$ cat src/rtl/mkio_pkg.sv
`default_nettype none
// +----------------------------------------------------------------------------+
// | mkio_pkg                                                                   |
// | Shared types and defaults for the mkio Manchester II receive path.        |
// | Revision: 1.0                                                              |
// +----------------------------------------------------------------------------+
package mkio_pkg;

  // Encoded as {DI1, DI0} so the synchronized pair casts straight to a level.
  typedef enum logic [1:0] {
    LINE_INVALID_LO = 2'b00,
    LINE_ZERO       = 2'b01,
    LINE_ONE        = 2'b10,
    LINE_INVALID_HI = 2'b11
  } line_lvl_e;

  typedef enum logic [1:0] {
    RX_IDLE  = 2'b00,
    RX_SYNC2 = 2'b01,
    RX_DATA  = 2'b10,
    RX_DONE  = 2'b11
  } rx_state_e;

  localparam logic SYNC_CMD     = 1'b1;
  localparam int   HALF_BIT_DEF = 16;
  localparam int   SYNC_MIN_DEF = 40;

  function automatic logic lvl_is_valid(input line_lvl_e l);
    return (l == LINE_ZERO) || (l == LINE_ONE);
  endfunction

endpackage
`default_nettype wire

$ cat src/rtl/mkio_rx_line_filter.sv
`default_nettype none
// +----------------------------------------------------------------------------+
// | mkio_rx_line_filter                                                        |
// | Two-flop synchronizer for DI1/DI0, optional 3-sample majority filter       |
// | (MKIO_RX_GLITCH_FILTER_EN), and decode to a line level.                    |
// | Revision: 1.0                                                              |
// +----------------------------------------------------------------------------+
module mkio_rx_line_filter
  import mkio_pkg::*;
(
  input  logic      clk,
  input  logic      reset,
  input  logic      di1,
  input  logic      di0,
  output line_lvl_e level
);

  logic [1:0] meta_q, meta_d;
  logic [1:0] sync_q, sync_d;
  logic [1:0] lines;

  always_comb begin
    meta_d = {di1, di0};
    sync_d = meta_q;
  end

  always_ff @(posedge clk or negedge reset) begin
    if (!reset) begin
      meta_q <= 2'b00;
      sync_q <= 2'b00;
    end else begin
      meta_q <= meta_d;
      sync_q <= sync_d;
    end
  end

`ifdef MKIO_RX_GLITCH_FILTER_EN
  logic [1:0] hist1_q, hist1_d;
  logic [1:0] hist2_q, hist2_d;

  always_comb begin
    hist1_d = sync_q;
    hist2_d = hist1_q;
  end

  always_ff @(posedge clk or negedge reset) begin
    if (!reset) begin
      hist1_q <= 2'b00;
      hist2_q <= 2'b00;
    end else begin
      hist1_q <= hist1_d;
      hist2_q <= hist2_d;
    end
  end

  // Bitwise majority of the last three samples: a step passes one clock late.
  assign lines = (sync_q & hist1_q) | (sync_q & hist2_q) | (hist1_q & hist2_q);
`else
  assign lines = sync_q;
`endif

  assign level = line_lvl_e'(lines);

endmodule
`default_nettype wire

$ cat src/rtl/mkio_man_rx.sv
`default_nettype none
// +----------------------------------------------------------------------------+
// | mkio_man_rx                                                                |
// | MIL-STD-1553B Manchester II word receiver: sync detect, 16 data bits plus |
// | odd parity, one-clock rx_valid strobe. Glitch filter: MKIO_RX_GLITCH_FILTER_EN.
// | Revision: 1.0                                                              |
// +----------------------------------------------------------------------------+
module mkio_man_rx
  import mkio_pkg::*;
#(
  parameter int HALF_BIT = HALF_BIT_DEF,
  parameter int SYNC_MIN = SYNC_MIN_DEF
) (
  input  logic        clk,
  input  logic        reset,
  input  logic        rx_en,
  input  logic        di1,
  input  logic        di0,
  output logic [15:0] rx_data,
  output logic        rx_sync,
  output logic        rx_valid,
  output logic        rx_par_err,
  output logic        rx_man_err,
  output logic        rx_busy
);

  localparam int                PH_W       = $clog2(3 * HALF_BIT);
  localparam logic [PH_W-1:0]   PH_CHK     = PH_W'(HALF_BIT + HALF_BIT / 2);
  localparam logic [PH_W-1:0]   PH_SYNC_END = PH_W'(3 * HALF_BIT - 1);
  localparam logic [PH_W-1:0]   PH_BIT_END = PH_W'(2 * HALF_BIT - 1);
  localparam logic [PH_W-1:0]   PH_FIRST   = PH_W'(HALF_BIT / 2);
  localparam logic [PH_W-1:0]   PH_SECOND  = PH_W'(HALF_BIT + HALF_BIT / 2);
  localparam logic [7:0]        RUN_MIN    = 8'(SYNC_MIN - 1);
  localparam logic [4:0]        LAST_BIT   = 5'd16;

  line_lvl_e        level;
  rx_state_e        state_q, state_d;
  line_lvl_e        prev_q, prev_d;
  line_lvl_e        first_q, first_d;
  logic [7:0]       run_q, run_d;
  logic [PH_W-1:0]  ph_q, ph_d;
  logic [4:0]       bit_q, bit_d;
  logic [15:0]      shift_q, shift_d;
  logic             man_q, man_d;
  logic             pol_q, pol_d;
  logic [15:0]      data_q, data_d;
  logic             sync_out_q, sync_out_d;
  logic             par_q, par_d;
  logic             man_out_q, man_out_d;

  logic             sync_hit, sync_chk, sync_end, samp1, samp2, last;
  logic             bit_val, bit_err;
  line_lvl_e        post_lvl;

  mkio_rx_line_filter u_line (
    .clk   (clk),
    .reset (reset),
    .di1   (di1),
    .di0   (di0),
    .level (level)
  );

  // run_q is one less than the length of the run that just ended.
  assign sync_hit = lvl_is_valid(level) && lvl_is_valid(prev_q) &&
                    (level != prev_q) && (run_q >= RUN_MIN);
  assign post_lvl = (pol_q == SYNC_CMD) ? LINE_ZERO : LINE_ONE;
  assign sync_chk = (state_q == RX_SYNC2) && (ph_q == PH_CHK);
  assign sync_end = (state_q == RX_SYNC2) && (ph_q == PH_SYNC_END);
  assign samp1    = (state_q == RX_DATA) && (ph_q == PH_FIRST);
  assign samp2    = (state_q == RX_DATA) && (ph_q == PH_SECOND);
  assign last     = samp2 && (bit_q == LAST_BIT);
  assign bit_val  = (first_q == LINE_ONE);
  assign bit_err  = !(((first_q == LINE_ONE) && (level == LINE_ZERO)) ||
                      ((first_q == LINE_ZERO) && (level == LINE_ONE)));

  always_ff @(posedge clk or negedge reset) begin
    if (!reset) state_q <= RX_IDLE;
    else        state_q <= state_d;
  end

  always_comb begin
    state_d = state_q;
    if (!rx_en) begin
      state_d = RX_IDLE;
    end else begin
      case (state_q)
        RX_IDLE:  if (sync_hit) state_d = RX_SYNC2;
        RX_SYNC2: begin
          if (sync_chk && (level != post_lvl)) state_d = RX_IDLE;
          else if (sync_end)                   state_d = RX_DATA;
        end
        RX_DATA:  if (last) state_d = RX_DONE;
        RX_DONE:  state_d = RX_IDLE;
        default:  state_d = RX_IDLE;
      endcase
    end
  end

  always_comb begin
    rx_valid = rx_en && (state_q == RX_DONE);
    rx_busy  = rx_en && (state_q != RX_IDLE);
  end

  always_comb begin
    prev_d     = level;
    run_d      = (level != prev_q) ? 8'd0 : ((run_q == 8'hFF) ? run_q : run_q + 8'd1);
    ph_d       = '0;
    bit_d      = bit_q;
    first_d    = first_q;
    shift_d    = shift_q;
    man_d      = man_q;
    pol_d      = pol_q;
    data_d     = data_q;
    sync_out_d = sync_out_q;
    par_d      = par_q;
    man_out_d  = man_out_q;
    case (state_q)
      RX_IDLE: begin
        if (sync_hit) begin
          ph_d  = PH_W'(1);
          bit_d = 5'd0;
          man_d = 1'b0;
          pol_d = (prev_q == LINE_ONE) ? SYNC_CMD : ~SYNC_CMD;
        end
      end
      RX_SYNC2: ph_d = sync_end ? '0 : ph_q + 1'b1;
      RX_DATA: begin
        ph_d = (ph_q == PH_BIT_END) ? '0 : ph_q + 1'b1;
        if (samp1) first_d = level;
        if (samp2) begin
          man_d = man_q | bit_err;
          if (bit_q != LAST_BIT) begin
            shift_d = {shift_q[14:0], bit_val};
            bit_d   = bit_q + 5'd1;
          end
        end
      end
      default: ;
    endcase
    // The parity bit is live here, so the word is published straight from the shifter.
    if (last && rx_en) begin
      data_d     = shift_q;
      sync_out_d = pol_q;
      par_d      = ~(^{shift_q, bit_val});
      man_out_d  = man_q | bit_err;
    end
  end

  always_ff @(posedge clk or negedge reset) begin
    if (!reset) begin
      prev_q     <= LINE_INVALID_LO;
      first_q    <= LINE_INVALID_LO;
      run_q      <= 8'd0;
      ph_q       <= '0;
      bit_q      <= 5'd0;
      shift_q    <= 16'd0;
      man_q      <= 1'b0;
      pol_q      <= 1'b0;
      data_q     <= 16'd0;
      sync_out_q <= 1'b0;
      par_q      <= 1'b0;
      man_out_q  <= 1'b0;
    end else begin
      prev_q     <= prev_d;
      first_q    <= first_d;
      run_q      <= run_d;
      ph_q       <= ph_d;
      bit_q      <= bit_d;
      shift_q    <= shift_d;
      man_q      <= man_d;
      pol_q      <= pol_d;
      data_q     <= data_d;
      sync_out_q <= sync_out_d;
      par_q      <= par_d;
      man_out_q  <= man_out_d;
    end
  end

  assign rx_data    = data_q;
  assign rx_sync    = sync_out_q;
  assign rx_par_err = par_q;
  assign rx_man_err = man_out_q;

endmodule
`default_nettype wire

$ cat config.mk
export PLATFORM = sky130hd
export DESIGN_NAME = mkio_man_rx
export DESIGN_NICKNAME = d
export VERILOG_FILES = /design/src/rtl/mkio_pkg.sv /design/src/rtl/mkio_rx_line_filter.sv /design/src/rtl/mkio_man_rx.sv
export SDC_FILE = /design/constraint.sdc
export NUM_CORES = 1
export LEC_CHECK = 0
export CAP_MARGIN = 15
export CORE_ASPECT_RATIO = 0.7
export CORE_MARGIN = 4
export CORE_UTILIZATION = 32
export DETAILED_ROUTE_END_ITERATION = 12
export DONT_BUFFER_PORTS = 1
export PLACE_DENSITY = 0.44
export SLEW_MARGIN = 20
export SYNTH_ARGS = -nofsm -noshare
export SYNTH_HDL_FRONTEND = slang
export SYNTH_SLANG_ARGS = --single-unit
export TNS_END_PERCENT = 1
$ cat constraint.sdc
create_clock -name clk -period 2.3 [get_ports clk]
set_clock_uncertainty 0.15 [all_clocks]
set_input_delay 0.345 -clock clk [delete_from_list [all_inputs] [get_ports clk]]
set_output_delay 0.345 -clock clk [all_outputs]
set_load 0.005 [all_outputs]
==> results of run 1 <==
[layout by cell type, fill, tap and decap left out, drive strengths merged, types with 2 or more instances in the layout]
cell type / count
xor2: 7
mux2: 34
dfrtp: 66
nor2b: 2
nor2: 20
a31oi: 2
ha: 8
inv: 7
buf: 9
o21ai: 8
nor3: 3
a211oi: 3
xnor2: 18
clkbuf: 13
a211o: 2
o21a: 3
dlygate4sd3: 4
nand3: 12
nand4: 3
nor3b: 2
a21oi: 6
nand2: 10
and3: 5
[sequential cells by signal, indices dropped and copies added, names as in the netlist, 2 cells and up]
name           flops
u_line.meta_q      2
rx_data           16
ph_q               6
u_line.level       2
first_q            2
run_q              8
bit_q              5
prev_q             2
state_q            2
shift_q           16
[routing by layer]
metal  part of all wire (%)  vias up  wire [microns]
li1                       -      874               -
met1                     51      859            2840
met2                     43       26            2420
met3                    4.7        9             266
met4                    1.5        0              84
met5                      0        -               0
[logic make-up (layout without fill, tap and decap cells)]
family | after synthesis | in the layout | synth area share, %
flip-flops | 66 | 66 | 54.7
AND/OR/NAND/NOR | 65 | 65 | 11.9
multiplexers | 35 | 35 | 14.2
AO/OA/AOI/OAI | 27 | 27 | 5.59
XOR/XNOR | 26 | 26 | 7.99
buffers and inverters | 13 | 35 | 2.28
adder cells (fa/ha/maj) | 8 | 8 | 3.31
[layout make-up]
cell class                      instances  area, sq um  share of cell area (%)
Tap cell                              124          155                    4.35
Multi-Input combinational cell        161         1300                    36.5
Clock inverter                          2         35.0                   0.982
Sequential cell                        66         1650                    46.3
Clock buffer                           13          270                    7.58
Timing Repair Buffer                   13          128                    3.58
Inverter                                7         26.3                   0.737
[synth_stat cells (2+ instances only)]
library cell / instances
clkbuf_1: 2
buf_2: 3
o21a_1: 3
dfrtp_1: 66
mux2_2: 24
inv_1: 7
mux2_4: 10
a21oi_1: 6
and3_1: 4
nor2b_1: 2
nand2_1: 9
o21ai_0: 7
ha_1: 8
nor3b_1: 2
a31oi_1: 2
nand4_1: 3
nor3_1: 2
nand3_1: 12
a211o_1: 2
xnor2_1: 18
a211oi_1: 3
nor2_1: 20
xor2_1: 7
[worst reg2reg max path, delay by kind of cell, from the launching register on]
family                     cells  cell delay (ns)
and+or+nand+nor                3             1.20
DFF                            1             0.41
adders and majority gates      1             0.13
AOI/OAI and AO/OA              1             0.08
buffers and inverters          1             0.07
[power breakdown]
group,switching [mW],internal [mW],total (mW)
Clock,0.461,0.919,1.38
Combinational,0.0413,0.0243,0.0656
Sequential,0.00534,1.17,1.18
Total,0.507,2.11,2.62
[how the worst max path moves through the flow]
stage               cells past startpoint                      end
floorplan                               7  shift_q[10]$_DFFE_PN0P_
global placement                        6   first_q[1]$_DFFE_PN0P_
global route                            6   shift_q[4]$_DFFE_PN0P_
finish                                  6   first_q[0]$_DFFE_PN0P_
CTS                                     6   first_q[0]$_DFFE_PN0P_
detailed placement                      6   first_q[0]$_DFFE_PN0P_
[timing repair]
item,in CTS,in global routing
endpoints found under the hold margin,70,0
hold buffers,5,0
buffers inserted,0,0
==> impl_metrics.yaml, run 1 <==
floorplanning:
  initial_core_util_pct: 33.0
  die_w_microns: 124
  core-area_sq_um: 9140
  ios: 26
  die_area_sq_um: 11100
  die_h_microns: 89.3
  std_cell_rows: 29
sta:
  grt_setup_unrepaired: "false"
  worst_slack_ns: 0.139
  max_clock_freq_ghz: 0.463
  final-setup-viol-count: 0
  final-hold-violation-count: 0
  finalCritPeriodShare_pct: 94.0
  setup-tns-final_ns: 0
  slew_viol_final: 0
  fin_crit_ns: 2.16
  hold-worst-slack_ns: 0.195
  tightest_slew_ns: 0.409
  timing.slew.headroom_pct: 72.7
min_path:
  hp-start: "u_line.meta_q[0]$_DFF_PN0_"
  worstHoldEndpoint: "u_line.level[0]$_DFF_PN0_"
  hp-class: "reg -> reg"
  holdPathStages: 0
synthesis:
  synthFlopType: "dfrtp_1"
  synth_fp_nets: 253
  synth_seq_cells: 66
  yosysWarnings: 0
  synth_area_leader_cell: "dfrtp_1"
  ys_async_sr_fraction_pct: 100
  ys_seq_area_share_pct: 54.7
  synth.area.top_cells: "dfrtp_1, mux2_2, xnor2_1"
  synth_edf_count: 0
  netlist_area_sq_um: 3020
  synth.top_cell.area_share_pct: 54.7
  synth.avg_cell_area_sq_um: 12.6
  syn_inst: 240
  synth.distinct_cells: 41
setup_path:
  criticalPathCategory: "reg -> reg"
  worstReg2RegStart: "ph_q[0]$_DFF_PN0_"
  cp-startpoint: "ph_q[0]$_DFF_PN0_"
  start_kind: "flop"
  critical_path.top_delay_family: "simple AND/OR/NAND/NOR gates"
  end_kind: "flop"
  path_buf_inv: 1
  rrSetupSlack_ns: 0.14
  rr_worst_depth: 6
  cpMaxStageDelayCell: "or4b_2"
  r2r-end: "first_q[0]$_DFFE_PN0P_"
  slowest_delay_ns: 0.70
  crit_fanout: 4
  arrival_ns: 2.21
  path_cells: "inv_1, ha_1, or3b_4, or4b_2, nand2_1, o21ai_0"
  worst_ep_required_time_ns: 2.35
power_and_ir_drop:
  peakVddDrop_mv: 0.447
  power.density_nw_per_um2: 735
  leakage_nw: 1.71
  power_mw: 2.62
global_routing:
  gr-usage-met1_pct: 16.7
  grt.busiest_layer: "met1"
  grt.total_usage_pct: 11.6
  grt_util_met3_pct: 5.19
  grt_pass1_wl_microns: 9490
  grt_max_degree: 67
  grt_pass1_vias: 1775
  grt_overflow: 0
  use_met2_pct: 15.2
  antenna_found_initial: 0
layout:
  diodes: 0
  design_area_sq_um: 3570
  fin_cells: 386
  syn_to_final_growth_pct: 18.1
  nNetsFinal: 271
  drive_gt1_share_pct: 24.8
  final_util_pct: 39.0
  fillers: 906
clock_network:
  postCtsResizedCells: 0
  clk_pin_slew_ns: 0.05
  cts_tree: "done"
  clock_tree.buffer_depth: 2
  cts-buffers-inserted: 9
  clockRootBuffer: "clkbuf_16"
  clk_latency_ns: 0.32
  cts.sinks: 66
  htree_levels: 3
drt:
  avgRoutedWirePerCell_microns: 14.5
  drc: 0
  via_per_inst: 4.58
  vias: 1768
  drtIter0Drc: 67
  drtPass1Iterations: 4
  drt-total-wl_microns: 5610
  detail-route-antenna-nets: 0
placement:
  gp_congestion: 0.705
  numPlacedInstances: 366
  portBuffers: 0
  place_hpwl_microns: 3810
  place_area_sq_um: 3190
  dp_slack_ns: 0.156
flow_run:
  drv_cap: 0
run_status:
  outcome: "finished clean"
Power figures use the tool's default switching activity.
==> run 2, diff against run 1 <==
--- a/config.mk
+++ b/config.mk
@@ -11,6 +11,7 @@
 export CORE_UTILIZATION = 32
 export DETAILED_ROUTE_END_ITERATION = 12
 export DONT_BUFFER_PORTS = 1
+export GPL_TIMING_DRIVEN = 0
 export PLACE_DENSITY = 0.44
 export SLEW_MARGIN = 20
 export SYNTH_ARGS = -nofsm -noshare
==> run 2 against run 1 <==
  * Final cell count is 0.52% higher
  * Worst hold slack worse by 0.18 ns
  * Global-route usage is 0.60 points lower
  * Count of clock-buffer cells in the layout is 1 lower
  * Final area is 0.14% lower
  * Via count is 0.11% higher
  * Wire length is 2.5% lower
==> impl_metrics.yaml, run 2 (same netlist as run 1, synthesis figures left out) <==
global_routing:
  antenna_found_initial: 0
  grt_pass1_wl_microns: 9050
  grt_pass1_vias: 1724
  grt_max_degree: 67
  grt_overflow: 0
  grt.total_usage_pct: 11.0
sta:
  final-setup-viol-count: 0
  fin_crit_ns: 2.21
  finalCritPeriodShare_pct: 96.1
  max_clock_freq_ghz: 0.453
  final-hold-violation-count: 0
  slew_viol_final: 0
  hold-worst-slack_ns: 0.0153
  setup-tns-final_ns: 0
  tightest_slew_ns: 0.447
  timing.slew.headroom_pct: 70.1
  grt_setup_unrepaired: "true"
placement:
  gp_congestion: 0.759
  place_area_sq_um: 3180
  portBuffers: 0
  numPlacedInstances: 364
  place_hpwl_microns: 3660
setup_path:
  start_kind: "flop"
  crit_fanout: 10
  end_kind: "flop"
  criticalPathCategory: "reg -> reg"
  worst_ep_required_time_ns: 2.36
  arrival_ns: 2.27
  slowest_delay_ns: 0.41
  cpMaxStageDelayCell: "dfrtp_1"
  path_cells: "inv_1, ha_1, or3b_4, nor3_4, nand2_4, buf_12, mux2_4"
floorplanning:
  std_cell_rows: 29
  die_h_microns: 89.3
  die_w_microns: 124
  die_area_sq_um: 11100
  ios: 26
  initial_core_util_pct: 33.0
  core-area_sq_um: 9140
power_and_ir_drop:
  pwr-share-clk_pct: 51.3
  power.density_nw_per_um2: 713
  p_switching_mw: 0.537
  leakage_nw: 1.70
  p_int_mw: 2.00
  peakVddDrop_mv: 0.330
  switching_share_pct: 21.1
  pwr-share-comb_pct: 2.2
  seqPwrFrac_pct: 46.4
clock_network:
  clk_pin_slew_ns: 0.05
  cts.sinks: 66
  cts_tree: "done"
  cts-buffers-inserted: 9
  clock_tree.buffer_depth: 2
  clk_latency_ns: 0.33
  clockRootBuffer: "clkbuf_16"
  htree_levels: 3
drt:
  drtIter0Drc: 138
  drc: 0
  via_per_inst: 4.56
  vias: 1770
  drtPass1Iterations: 4
  avgRoutedWirePerCell_microns: 14.1
  detail-route-antenna-nets: 0
  drt-total-wl_microns: 5470
flow_run:
  drv_cap: 0
layout:
  final_common_cell: "dfrtp_1"
  layout_common_cells: "dfrtp_1, mux2_2, nor2_1"
  fin_cells: 388
  design_area_sq_um: 3560
  syn_to_final_growth_pct: 17.9
  nNetsFinal: 272
  diodes: 0
  drive_gt1_share_pct: 25.4
  fillers: 891
  final_util_pct: 39.0
run_status:
  outcome: "finished clean"
min_path:
  hp-class: "in -> reg"
[run 2: repair_timing]
| action | 4_1_cts | 5_1_grt |
|---|---|---|
| setup endpoints to repair | 0 | 28 |
| endpoints found under the hold margin | 69 | 0 |
| gates resized for setup | 0 | 4 |
| hold buffers | 5 | 0 |
| buffers inserted | 0 | 3 |
[run 2: final timing paths]
kind | start | to | slack (ns) | depth (start not counted)
max in group asynchronous | reset | bit_q[3]$_DFFE_PN0P_ | 1.31 | 2
min reg2reg | u_line.meta_q[1]$_DFF_PN0_ | u_line.level[1]$_DFF_PN0_ | 0.20 | 0
max | ph_q[0]$_DFF_PN0_ | shift_q[13]$_DFFE_PN0P_ | 0.09 | 7
max reg2reg | ph_q[0]$_DFF_PN0_ | shift_q[13]$_DFFE_PN0P_ | 0.09 | 7
min | rx_en | state_q[1]$_DFFE_PN0P_ | 0.02 | 1
min in group asynchronous | reset | run_q[3]$_DFFE_PN0P_ | 0.40 | 2
[run 2: cell type report]
type	count	area, sq um	share of cell area, %
Timing Repair Buffer	8	90.1	2.53
Sequential cell	66	1650	46.4
Inverter	7	26.3	0.738
Clock buffer	12	267	7.48
Buffer	6	46.3	1.30
Clock inverter	4	25.0	0.702
Multi-Input combinational cell	161	1300	36.5
Tap cell	124	155	4.36
[run 2: worst max-delay path: cells and delay by family, from the launching register on]
family / cells / cell delay (ns)
simple gates: 3 / 0.84
flops: 1 / 0.41
mux: 1 / 0.29
buf+inv: 2 / 0.25
fa+ha+maj: 1 / 0.14
[run 2: per-layer routing]
metal,up-vias,part of all wire (%),GRT usage (%)
met3,7,4.4,4.36
met2,27,40,14.1
met5,-,0,0
met1,855,54,16.1
li1,881,-,-
met4,0,1.3,4.77
[run 2: through the flow]
step,total power [mW],setup slack (ns)
2_1_floorplan,1.22,0.234
3_3_place_gp,1.22,0.00328
3_5_place_dp,1.22,0.0217
4_1_cts,2.58,0.00727
5_1_grt,2.65,-0.0202
6_report,2.54,0.0902
[run 2: power by group through the flow]
stage	Clock (mW)	Combinational, mW	Sequential, mW
finish	1.30	0.0572	1.18
global route	1.40	0.0688	1.18
floorplan	0	0.0193	1.20
CTS	1.34	0.0609	1.18
detailed placement	0	0.0243	1.20
global placement	0	0.0244	1.20
==> run 3, diff against run 2 <==
--- a/config.mk
+++ b/config.mk
@@ -8,11 +8,11 @@
 export CAP_MARGIN = 15
 export CORE_ASPECT_RATIO = 0.7
 export CORE_MARGIN = 4
-export CORE_UTILIZATION = 32
+export CORE_UTILIZATION = 55
 export DETAILED_ROUTE_END_ITERATION = 12
 export DONT_BUFFER_PORTS = 1
 export GPL_TIMING_DRIVEN = 0
-export PLACE_DENSITY = 0.44
+export PLACE_DENSITY = 0.77
 export SLEW_MARGIN = 20
 export SYNTH_ARGS = -nofsm -noshare
 export SYNTH_HDL_FRONTEND = slang
==> run 3 against run 2 <==
  * Global-route usage up 5.4 points
  * Sequential share of layout area up 1.8 points
  * Utilization up 26 points
  * Critical endpoint is now bit_q[0]$_DFFE_PN0P_
  * Critical path type unchanged
  * Via count up 2.1%
  * First-iteration DRC count down 30%
  * Wire length down 9.3%
==> impl_metrics.yaml, run 3 (same netlist as run 1, synthesis figures left out) <==
clock_network:
  cts_tree: "done"
  clk_pin_slew_ns: 0.07
  htree_levels: 3
  clock_tree.buffer_depth: 2
  cts-buffers-inserted: 9
  clockRootBuffer: "clkbuf_8"
  clk_latency_ns: 0.34
  cts.sinks: 66
sta:
  final-setup-viol-count: 0
  slew_viol_final: 0
  setup-tns-final_ns: 0
  finalCritPeriodShare_pct: 97.7
  fin_crit_ns: 2.25
  grt_setup_unrepaired: "true"
  timing.slew.headroom_pct: 72.2
  max_clock_freq_ghz: 0.445
  tightest_slew_ns: 0.416
  worst_slack_ns: 0.0524
  final-hold-violation-count: 0
setup_path:
  worst_ep_required_time_ns: 2.41
  criticalPathCategory: "reg -> reg"
  crit_fanout: 6
  start_kind: "flop"
  arrival_ns: 2.36
  rrSetupSlack_ns: 0.05
  worstReg2RegStart: "run_q[0]$_DFFE_PN0P_"
  cp-startpoint: "run_q[0]$_DFFE_PN0P_"
  end_kind: "flop"
power_and_ir_drop:
  leakage_nw: 1.67
  power_mw: 2.30
  power.density_nw_per_um2: 669
  peakVddDrop_mv: 0.408
drt:
  vias: 1808
  detail-route-antenna-nets: 0
  drtIter0Drc: 97
  drtPass1Iterations: 4
  avgRoutedWirePerCell_microns: 14.8
  via_per_inst: 5.38
  drt-total-wl_microns: 4960
  drc: 0
layout:
  nNetsFinal: 273
  drive_gt1_share_pct: 25.0
  multi_input_area_sq_um: 1300
  final_common_cell: "dfrtp_1"
  design_area_sq_um: 3430
  fillers: 398
  seq_area_sq_um: 1650
  syn_to_final_growth_pct: 13.6
  layout_common_cells: "dfrtp_1, mux2_2, nor2_1"
  fin_cells: 336
  diodes: 0
min_path:
  hp-start: "rx_en"
  hp-class: "in -> reg"
global_routing:
  grt_overflow: 0
  grt_pass1_wl_microns: 8500
  grt_pass1_vias: 1778
  antenna_found_initial: 0
  grt.total_usage_pct: 16.4
  grt_max_degree: 67
floorplanning:
  core-area_sq_um: 5290
  std_cell_rows: 22
  initial_core_util_pct: 57.2
  die_w_microns: 96.6
  die_h_microns: 70.0
  ios: 26
  die_area_sq_um: 6760
placement:
  numPlacedInstances: 312
  place_hpwl_microns: 3370
  place_area_sq_um: 3110
  portBuffers: 0
  gp_congestion: 0.792
  dp_slack_ns: 0.0685
flow_run:
  drv_cap: 0
run_status:
  outcome: "finished clean"
run 3: changes by cell type in the layout (fill, tap and decap cells not counted):
cell | before | now
clkbuf_16 | 9 | 0
clkbuf_8 | 3 | 10
bufinv_16 | 0 | 2
clkbuf_1 | 1 | 3
clkinv_2 | 2 | 0
clkbuf_2 | 1 | 0
clkbuf_4 | 0 | 1
clkinv_4 | 0 | 1
clkinvlp_4 | 2 | 1
nor2_1 | 20 | 19
nor2_2 | 0 | 1
run 3: what timing repair did:
action	CTS	global route
endpoints found under the setup margin	0	16
resized for setup	0	2
buffers inserted	0	4
hold endpoints to repair	70	0
hold buffers	5	0
run 3: metal layers:
layer,global-route usage [%],wire (microns),up-vias,share of wire [%]
met5,0,0,-,0
met4,5.44,54,0,1.1
met3,6.78,290,9,5.8
met2,21.7,2180,34,44
met1,24.1,2440,880,49
li1,-,-,885,-
run 3: path summary, 6_finish.rpt:
path / end / cells past startpoint
worst max-delay path: bit_q[0]$_DFFE_PN0P_ / 7
worst min-delay path: rx_data[0]$_DFFE_PN0P_ / 2
worst max register to register: bit_q[0]$_DFFE_PN0P_ / 7
worst min register to register: u_line.level[1]$_DFF_PN0_ / 0
max in group asynchronous: rx_data[12]$_DFFE_PN0P_ / 2
min in group asynchronous: run_q[0]$_DFFE_PN0P_ / 2
run 3: area by class of cell:
| type | instances | area share, % |
|---|---|---|
| Clock inverter | 4 | 2.22 |
| Buffer | 6 | 1.31 |
| Inverter | 7 | 0.766 |
| Tap cell | 72 | 2.62 |
| Timing Repair Buffer | 9 | 2.84 |
| Clock buffer | 11 | 4.12 |
| Multi-Input combinational cell | 161 | 38.0 |
| Sequential cell | 66 | 48.1 |
run 3: per-stage QoR:
step / hold slack (ns) / util, %
2_1_floorplan: -0.101 / -
3_3_place_gp: -0.0989 / 58.9
3_5_place_dp: -0.0992 / 58.9
4_1_cts: 0.139 / 64.3
5_1_grt: 0.172 / 64.9
6_report: 0.156 / 64.9
run 3: where the power goes:
group	switching, mW	internal, mW	leakage, nW
clock network	0.427	0.636	0.106
registers	0.00728	1.17	0.908
logic	0.0366	0.0198	0.653
total	0.471	1.82	1.67
run 3: worst max-delay path, stage by stage, from the launching register on:
cell      delay [ns]
dfrtp_1         0.41
ha_1            0.24
a211o_1         0.28
a211o_1         0.32
and4b_1         0.17
clkbuf_1        0.19
o21a_1          0.25
a21oi_1         0.16
